==> src/rtl/approx_pkg.sv <==
// Shared definitions for the dynamic approximate adder pipeline:
// the per-beat mode encoding, default parameter values and a majority helper.
package approx_pkg;

    typedef enum logic [1:0] {
        MODE_EXACT = 2'b00,   // full ripple add with carry-in
        MODE_CUT   = 2'b01,   // exact lower region, XOR-only upper region
        MODE_OR    = 2'b10,   // OR'd LSBs, exact add above them
        MODE_SPEC  = 2'b11    // OR'd LSBs, one-bit speculative carries above CUT
    } mode_e;

    localparam int DEF_WIDTH   = 16;
    localparam int DEF_CUT     = 4;
    localparam int DEF_OR_BITS = 1;

    function automatic logic maj3(input logic x, input logic y, input logic z);
        return (x & y) | (x & z) | (y & z);
    endfunction

endpackage

==> src/rtl/approx_adder_core.sv <==
// Combinational approximate adder: produces the sum/carry for the selected
// mode alongside the exact {cout,sum} so the error can be measured later.
module approx_adder_core
    import approx_pkg::*;
#(
    parameter int WIDTH   = DEF_WIDTH,
    parameter int CUT     = DEF_CUT,
    parameter int OR_BITS = DEF_OR_BITS
) (
    input  logic [WIDTH-1:0] a,
    input  logic [WIDTH-1:0] b,
    input  logic             cin,
    input  logic [1:0]       mode,
    output logic [WIDTH-1:0] sum,
    output logic             cout,
    output logic [WIDTH:0]   exact
);

    localparam int HI_W = WIDTH - OR_BITS;   // bits above the OR'd LSBs
    localparam int UP_W = WIDTH - CUT;       // bits in the upper region

    logic [CUT-1:0]     cut_lo;
    logic [WIDTH-1:0]   cut_sum;
    logic [OR_BITS-1:0] or_lo;
    logic [HI_W:0]      or_hi;
    logic [WIDTH-1:0]   or_sum;
    logic [UP_W-1:0]    spec_up;
    logic [WIDTH-1:0]   spec_sum;
    logic               spec_cout;

    assign exact = {1'b0, a} + {1'b0, b} + {{WIDTH{1'b0}}, cin};

    // Carry-cut: lower region adds with cin and its carry is thrown away.
    assign cut_lo  = a[CUT-1:0] + b[CUT-1:0] + {{(CUT-1){1'b0}}, cin};
    assign cut_sum = {a[WIDTH-1:CUT] ^ b[WIDTH-1:CUT], cut_lo};

    // Lower-OR: LSBs are OR'd, the rest is an exact add with no carry-in.
    assign or_lo  = a[OR_BITS-1:0] | b[OR_BITS-1:0];
    assign or_hi  = {1'b0, a[WIDTH-1:OR_BITS]} + {1'b0, b[WIDTH-1:OR_BITS]};
    assign or_sum = {or_hi[HI_W-1:0], or_lo};

    // Speculative carry: each upper bit only looks at the generate of the bit below.
    generate
        for (genvar gi = 0; gi < UP_W; gi++) begin : g_spec
            assign spec_up[gi] = a[CUT+gi] ^ b[CUT+gi] ^ (a[CUT+gi-1] & b[CUT+gi-1]);
        end
    endgenerate

    // The lower region of the speculative mode equals the lower-OR result
    // truncated at CUT, since carries there only propagate upwards.
    assign spec_sum  = {spec_up, or_sum[CUT-1:0]};
    assign spec_cout = maj3(a[WIDTH-1], b[WIDTH-1], a[WIDTH-2] & b[WIDTH-2]);

    // Select the result for the beat's mode.
    always_comb begin
        sum  = exact[WIDTH-1:0];
        cout = exact[WIDTH];
        case (mode_e'(mode))
            MODE_EXACT: begin
                sum  = exact[WIDTH-1:0];
                cout = exact[WIDTH];
            end
            MODE_CUT: begin
                sum  = cut_sum;
                cout = 1'b0;
            end
            MODE_OR: begin
                sum  = or_sum;
                cout = or_hi[HI_W];
            end
            MODE_SPEC: begin
                sum  = spec_sum;
                cout = spec_cout;
            end
            default: ;
        endcase
    end

endmodule

==> src/rtl/dyn_approx_adder_pipe.sv <==
// Two-stage valid/ready pipeline around approx_adder_core.
// S1 registers the operand beat, S2 registers the result.
// Optional error monitor enabled by defining DYN_APPROX_ERR_MON_EN.
module dyn_approx_adder_pipe
    import approx_pkg::*;
#(
    parameter int WIDTH   = DEF_WIDTH,
    parameter int CUT     = DEF_CUT,
    parameter int OR_BITS = DEF_OR_BITS
) (
    input  logic             clk,
    input  logic             rst,
    input  logic             in_valid,
    output logic             in_ready,
    input  logic [WIDTH-1:0] a,
    input  logic [WIDTH-1:0] b,
    input  logic             cin,
    input  logic [1:0]       mode,
    output logic             out_valid,
    input  logic             out_ready,
    output logic [WIDTH-1:0] sum,
    output logic             cout,
    output logic [1:0]       out_mode
`ifdef DYN_APPROX_ERR_MON_EN
    ,
    input  logic             stat_clr,
    output logic [31:0]      err_acc,
    output logic [WIDTH:0]   err_max,
    output logic [31:0]      txn_cnt
`endif
);

    logic             s1_valid_reg;
    logic [WIDTH-1:0] s1_a_reg;
    logic [WIDTH-1:0] s1_b_reg;
    logic             s1_cin_reg;
    logic [1:0]       s1_mode_reg;

    logic             s2_valid_reg;
    logic [WIDTH-1:0] s2_sum_reg;
    logic             s2_cout_reg;
    logic [1:0]       s2_mode_reg;

    logic             s1_advance;
    logic             s2_advance;
    logic             in_xfer;
    logic             out_xfer;

    logic [WIDTH-1:0] core_sum;
    logic             core_cout;
    logic [WIDTH:0]   core_exact;

    // A stage may load when it is empty or its content moves on this cycle.
    assign s2_advance = !s2_valid_reg || out_ready;
    assign s1_advance = !s1_valid_reg || s2_advance;
    // Held low during reset so nothing is accepted while the pipe is cleared.
    assign in_ready   = !rst && s1_advance;
    assign in_xfer    = in_valid && in_ready;
    assign out_xfer   = s2_valid_reg && out_ready;

    assign out_valid  = s2_valid_reg;
    assign sum        = s2_sum_reg;
    assign cout       = s2_cout_reg;
    assign out_mode   = s2_mode_reg;

    // S1: capture the operand beat and its mode on accept.
    always_ff @(posedge clk or posedge rst) begin
        if (rst) begin
            s1_valid_reg <= 1'b0;
            s1_a_reg     <= '0;
            s1_b_reg     <= '0;
            s1_cin_reg   <= 1'b0;
            s1_mode_reg  <= 2'b00;
        end else if (s1_advance) begin
            s1_valid_reg <= in_valid;
            if (in_xfer) begin
                s1_a_reg    <= a;
                s1_b_reg    <= b;
                s1_cin_reg  <= cin;
                s1_mode_reg <= mode;
            end
        end
    end

    approx_adder_core #(
        .WIDTH   (WIDTH),
        .CUT     (CUT),
        .OR_BITS (OR_BITS)
    ) u_core (
        .a     (s1_a_reg),
        .b     (s1_b_reg),
        .cin   (s1_cin_reg),
        .mode  (s1_mode_reg),
        .sum   (core_sum),
        .cout  (core_cout),
        .exact (core_exact)
    );

    // S2: register the result; contents hold while the consumer stalls.
    always_ff @(posedge clk or posedge rst) begin
        if (rst) begin
            s2_valid_reg <= 1'b0;
            s2_sum_reg   <= '0;
            s2_cout_reg  <= 1'b0;
            s2_mode_reg  <= 2'b00;
        end else if (s2_advance) begin
            s2_valid_reg <= s1_valid_reg;
            if (s1_valid_reg) begin
                s2_sum_reg  <= core_sum;
                s2_cout_reg <= core_cout;
                s2_mode_reg <= s1_mode_reg;
            end
        end
    end

`ifdef DYN_APPROX_ERR_MON_EN
    // Wide enough to hold a 32-bit accumulator plus one error term without wrap.
    localparam int ACC_W = (WIDTH + 2 > 33) ? WIDTH + 2 : 33;

    logic [WIDTH:0]  s2_exact_reg;
    logic [WIDTH:0]  approx_val;
    logic [WIDTH:0]  err_val;
    logic [ACC_W-1:0] acc_sum;
    logic [31:0]     err_acc_reg;
    logic [WIDTH:0]  err_max_reg;
    logic [31:0]     txn_cnt_reg;

    // Exact result travels alongside the approximate one through S2.
    always_ff @(posedge clk or posedge rst) begin
        if (rst) begin
            s2_exact_reg <= '0;
        end else if (s2_advance && s1_valid_reg) begin
            s2_exact_reg <= core_exact;
        end
    end

    assign approx_val = {s2_cout_reg, s2_sum_reg};
    assign err_val    = (s2_exact_reg >= approx_val) ? (s2_exact_reg - approx_val)
                                                     : (approx_val - s2_exact_reg);
    assign acc_sum    = ACC_W'(err_acc_reg) + ACC_W'(err_val);

    // Statistics update on each result transfer; clear wins over a transfer.
    always_ff @(posedge clk or posedge rst) begin
        if (rst) begin
            err_acc_reg <= '0;
            err_max_reg <= '0;
            txn_cnt_reg <= '0;
        end else if (stat_clr) begin
            err_acc_reg <= '0;
            err_max_reg <= '0;
            txn_cnt_reg <= '0;
        end else if (out_xfer) begin
            err_acc_reg <= (acc_sum > ACC_W'(32'hFFFF_FFFF)) ? 32'hFFFF_FFFF : acc_sum[31:0];
            if (err_val > err_max_reg) begin
                err_max_reg <= err_val;
            end
            if (txn_cnt_reg != 32'hFFFF_FFFF) begin
                txn_cnt_reg <= txn_cnt_reg + 32'd1;
            end
        end
    end

    assign err_acc = err_acc_reg;
    assign err_max = err_max_reg;
    assign txn_cnt = txn_cnt_reg;
`else
    // The exact sum only feeds the error monitor; fold it away otherwise.
    logic unused_exact;
    logic unused_out_xfer;
    assign unused_exact    = ^core_exact;
    assign unused_out_xfer = out_xfer;
`endif

endmodule

==> config.mk <==
export PLATFORM = sky130hd
export DESIGN_NAME = dyn_approx_adder_pipe
export DESIGN_NICKNAME = d
export VERILOG_FILES = /design/src/rtl/approx_pkg.sv /design/src/rtl/approx_adder_core.sv /design/src/rtl/dyn_approx_adder_pipe.sv
export SDC_FILE = /design/constraint.sdc
export NUM_CORES = 1
export LEC_CHECK = 0
export ABC_AREA = 0
export BUFFER_PORTS_ARGS = -buffer_cell sky130_fd_sc_hd__buf_2
export CAP_MARGIN = 30
export CORE_AREA = 4 4 83 116
export CTS_CLUSTER_DIAMETER = 200
export DETAILED_ROUTE_END_ITERATION = 10
export DIE_AREA = 0 0 87 120
export SETUP_SLACK_MARGIN = 0.4
export SYNTH_ARGS = -nofsm -noshare
export SYNTH_HDL_FRONTEND = slang
export SYNTH_SLANG_ARGS = --single-unit
==> constraint.sdc <==
create_clock -name clk -period 7.9 [get_ports clk]
set_clock_uncertainty 0.1 [all_clocks]
set_input_delay 1.185 -clock clk [delete_from_list [all_inputs] [get_ports clk]]
set_output_delay 1.185 -clock clk [all_outputs]
set_load 0.005 [all_outputs]
After elaboration in Yosys (flattened, before gate mapping). Index checks and enable logic that the tools add are counted.

Mux-type cells: 2. Reductions and logical operators: 10. Bitwise gates (word level): 43. Eq/ne operators: 3. Add/sub/neg operators: 5.

Operator list (count): $pmux 16 s4 (1); $xor 1x1->1 (24); $add 16x16->17 (1); $add 17x1->17 (1); $add 15x15->16 (1); $and 1x1->1 (15); $xor 12x12->12 (1); $add 4x1->4 (1); $add 4x4->4 (1); $eq 2x2->1 const B (2); $pmux 1 s4 (1); $reduce_and 2->1 (2); $logic_not 1->1 (3); $or 1x1->1 (3); $eq 2x1->1 const B (1); $logic_and 1x1->1 (2); $logic_not 2->1 (1); $logic_or 1x1->1 (2).

Word-level logic and storage cells: 72. Flip-flop bits (word level): 56. Bits of input ports: 39. Output and inout bits: 21.

Depth between registers and ports, before layout.
Word-level depth: 6. Gate-level depth with buffers: 9. Gate-level depth less buffers: 9.

By module. From an unflattened synthesis, not the netlist that was laid out.

Cells, all modules: 411. Area total of the unflattened synthesis: 4251.6 sq um.

Modules (own cells, without submodules): approx_adder_core (cells each 289, area an instance 2145.8 sq um, sequential area each 0.0 sq um, instances 1); dyn_approx_adder_pipe (cells each 122, area an instance 2105.8 sq um, sequential area each 1401.3 sq um, instances 1).

Worst setup path after synthesis. No wires, ideal clock.

Kind: input -> output. From: input out_ready. To: output in_ready. Stages on the path: 2. Path buffers: 0. Slack: 5.203 ns. Arrival time: 1.412 ns. Required time: 6.615 ns. Cells stage by stage: nor2b_1 -> a21oi_1.

Longest elaborated chain between the ends: 3.

Ends and longest elaborated chain: from (decl) (RTL line dyn_approx_adder_pipe.sv:20) `input logic out_ready,`; $logic_or 1x1->1 (RTL line dyn_approx_adder_pipe.sv:54) `assign s2_advance = !s2_valid_reg || out_ready;`; $logic_or 1x1->1 (RTL line dyn_approx_adder_pipe.sv:55) `assign s1_advance = !s1_valid_reg || s2_advance;`; $logic_and 1x1->1 (RTL line dyn_approx_adder_pipe.sv:57) `assign in_ready = !rst && s1_advance;`; to (decl) (RTL line dyn_approx_adder_pipe.sv:14) `output logic in_ready,`.

No other way between the ends.

Worst setup path after layout. Same ends and word-level chain as after synthesis.

==> parameters.txt <==
Parameter                              Value

Synth
  Number of distinct standard cells referenced by the synthesized netlist ... 50
  Syn_area_per_cell ... 9.785 um^2
  Commonest cells in the synthesized netlist ... 56 x sky130_fd_sc_hd__dfrtp_1, 40 x sky130_fd_sc_hd__mux2_2, 34 x sky130_fd_sc_hd__nand2_1
  Post-synthesis sequential element count ... 56
  Share of async-settable or async-resettable flops after synthesis ... 100.0%
  Leading cell type by number of instances after synthesis ... sky130_fd_sc_hd__dfrtp_1
  Post-synth EDFFs ... 0
  Share of the synthesized area in the top cell type ... 36.72%
  Cell type contributing the most total cell area after synthesis ... sky130_fd_sc_hd__dfrtp_1
  Register area share after synthesis ... 36.72%
  Ranking of synthesized cells by area ... sky130_fd_sc_hd__dfrtp_1 37%, sky130_fd_sc_hd__mux2_2 12%, sky130_fd_sc_hd__fa_1 7.9%, sky130_fd_sc_hd__ha_1 5.2%, sky130_fd_sc_hd__a21oi_1 4.1%
  Post-synth net total ... 460
  Summed instance area of the synthesized netlist ... 3816 um^2
  Synthesized instance count ... 390
  Number of warnings issued by yosys ... 0
  Ys flop type ... sky130_fd_sc_hd__dfrtp_1

Finish
  Area growth syn-to-layout ... 12.79%
  Fill count ... 828
  Layout cells sized above 1 ... 26.54%
  Number of antenna diodes ... 0
  Count of nets after finishing ... 506

Clocking
  Number of levels in the clock H-tree ... 2
  Number of buffers created by CTS ... 5
  Clock tree from TritonCTS ... done
  Number of hold-repair buffers added at the cts stage ... 0
  Clock Tree Root ... sky130_fd_sc_hd__clkbuf_16
  Post-CTS setup buffers ... 0
  Number of clock sinks ... 56
  Worst skew pair latency ... 300 ps
  Maximum buffer depth of the clock tree ... 2
  Clock transition time at the flip-flop clock pins of the worst setup and hold paths ... 70 ps
  Resized cells post-CTS ... 0

Critical path
  Crit-path slowest cell ... sky130_fd_sc_hd__nor2b_1
  R2R Path End ... cout$_DFFE_PP0P_
  Reg2reg path depth ... 9
  Cells along the critical path ... buf_2 > nor2b_1 > a21oi_1 > buf_2
  Library cell appearing most often on the critical path ... sky130_fd_sc_hd__buf_2
  Endpoint required time on the critical path ... 6610 ps
  Source of the worst register-to-register timing path ... s1_a_reg[0]$_DFFE_PP0P_
  Internal reg-to-reg setup slack ... 5070 ps
  Maximum single-stage delay on the critical path ... 140 ps
  Type of the worst setup path ... primary input to output pin
  Arrival time reported for the critical path endpoint ... 1650 ps
  Kind of end point of the critical path ... output pin
  Critical-path maximum fanout ... 2
  Sort of element at the start of the critical path ... primary input

Timing
  Final hold violations ... 0
  Final period util ... 37.15%
  Slew of the pin with the lowest slew margin ... 847.2 ps
  Min cycle time layout ... 2935 ps
  Max Freq ... 0.3407 GHz
  RSZ-0062 raised after global routing ... false
  Worst max-slew margin expressed relative to the limit ... 43.52%
  Setup total negative slack ... 0 ps
  Final hold slack ... 374.4 ps
  Max-slew violation count ... 0
  Final setup vio count ... 0

Route
  Drt first-iter violations ... 167
  DR DRC count ... 0
  Via density ... 5.458
  TritonRoute pass-1 iters ... 4
  Detailed-route via count ... 2958
  Routed WL per cell ... 16.16 um
  ANT nets after route ... 0
  Overall routed net length ... 8760 um

Global routing
  First-pass GRT wire length ... 14970 um
  GRT overflow ... 0
  Global Route Usage Sum ... 18.21%
  Largest net degree at the start of global routing ... 57
  Initial antenna violation count ... 0
  Number of global-route vias before repair ... 3038

Job
  Number of maximum-capacitance violations ... 0

Floorplanning
  Area of the die ... 10440 um^2
  Die H ... 120 um
  Die X ... 87 um
  Number of standard-cell rows in the floorplan ... 40
  Area of the placeable core ... 8558 um^2
  Top-Level Pins ... 60
  Effective utilization at floorplan ... 44.59%

Placement
  Port Buffer Count ... 59
  Final weighted congestion in routability-driven placement ... 0.8851
  Post-detail-place hpwl ... 6784 um

Worst hold path
  Hold Path End ... sum[6]$_DFFE_PP0P_
  Hold WC Path Type ... flip-flop to flip-flop
  WHS Path Cells ... 1
  Worst hold path startpoint ... sum[6]$_DFFE_PP0P_

Pwr
  Static Leakage ... 1.943 nW
  Power Density ... 305.0 nW/um^2
  Worst ir drop on vdd ... 0.0001288 V

Run status
  Result of the run ... finished clean
==> per-stage QoR <==
stage                     setup WS, ps  util (%)  instances   power, W  area [um^2]
after floorplan                   5203         -        390  0.0009056         3816
after global placement            4978     48.55        534   0.001080         4155
after detailed placement          4962     48.55        534   0.001094         4155
after CTS                         4962     50.29        542   0.001325         4304
after global routing              4885     50.29        542   0.001432         4304
final                             4965     50.29        542   0.001313         4304
==> worst max-delay path by stage <==
stage              start       end  cells past startpoint
5_1_grt        out_ready  in_ready                      4
6_report       out_ready  in_ready                      4
3_5_place_dp   out_ready  in_ready                      4
4_1_cts        out_ready  in_ready                      4
3_3_place_gp   out_ready  in_ready                      4
2_1_floorplan  out_ready  in_ready                      2
==> area by class of cell <==
class,instances,area [um^2],area share [%]
well taps,105,131.4,3.052
flip-flops and latches,56,1401,32.56
clock inverters,2,10.01,0.2326
repair buffers,62,317.8,7.384
multi-input cells,279,2185,50.76
inverters,32,120.1,2.791
clock buffers,6,138.9,3.227
==> worst max-delay path: cells and delay by family <==
| kind | cells | cell delay, ps |
|---|---|---|
| compound gates | 1 | 100 |
| simple gates | 1 | 140 |
| buf+inv | 2 | 230 |
==> cell usage in the layout (no fill, tap or decap), drive strengths merged, types with 2 or more instances in the layout <==
master / n
a21oi: 32
nand3b: 4
xnor2: 11
nor3b: 2
clkinv: 3
nor2: 20
clkbuf: 6
nand2: 34
a21o: 6
fa: 15
a22oi: 7
nand3: 6
nor2b: 5
buf: 62
a31oi: 9
and2: 3
nor3: 7
o21bai: 3
nand4: 4
dfrtp: 56
nand2b: 5
ha: 16
mux2i: 3
inv: 31
a211oi: 4
o221ai: 3
o21ai: 20
xor2: 3
mux2: 41
==> metal layers <==
layer,part of all wire [%],GRT usage [%],vias up
met3,3.6,2.610,11
met2,50,30.13,53
met5,0,0,-
met1,45,24.11,1442
li1,-,-,1452
met4,2.0,6.140,0
==> where the power goes <==
group / internal, W / switching (W) / total, W
combinational: 0.000295 / 0.000371 / 0.000666
clock: 0.000125 / 0.0000979 / 0.000223
sequential: 0.000365 / 0.0000588 / 0.000424
total: 0.000785 / 0.000528 / 0.00131
==> cells by family (layout without fill, tap and decap cells) <==
group	Yosys count	after routing	share of synthesized area, %
buffers and inverters	55	102	6.033
xor gates and xnor gates	14	14	3.213
adders and majority gates	31	31	13.11
muxes	44	44	12.89
DFF	56	56	36.72
and+or+nand+nor	95	95	12.03
AOI/OAI and AO/OA	95	95	16.00
Power figures use the tool's default switching activity.
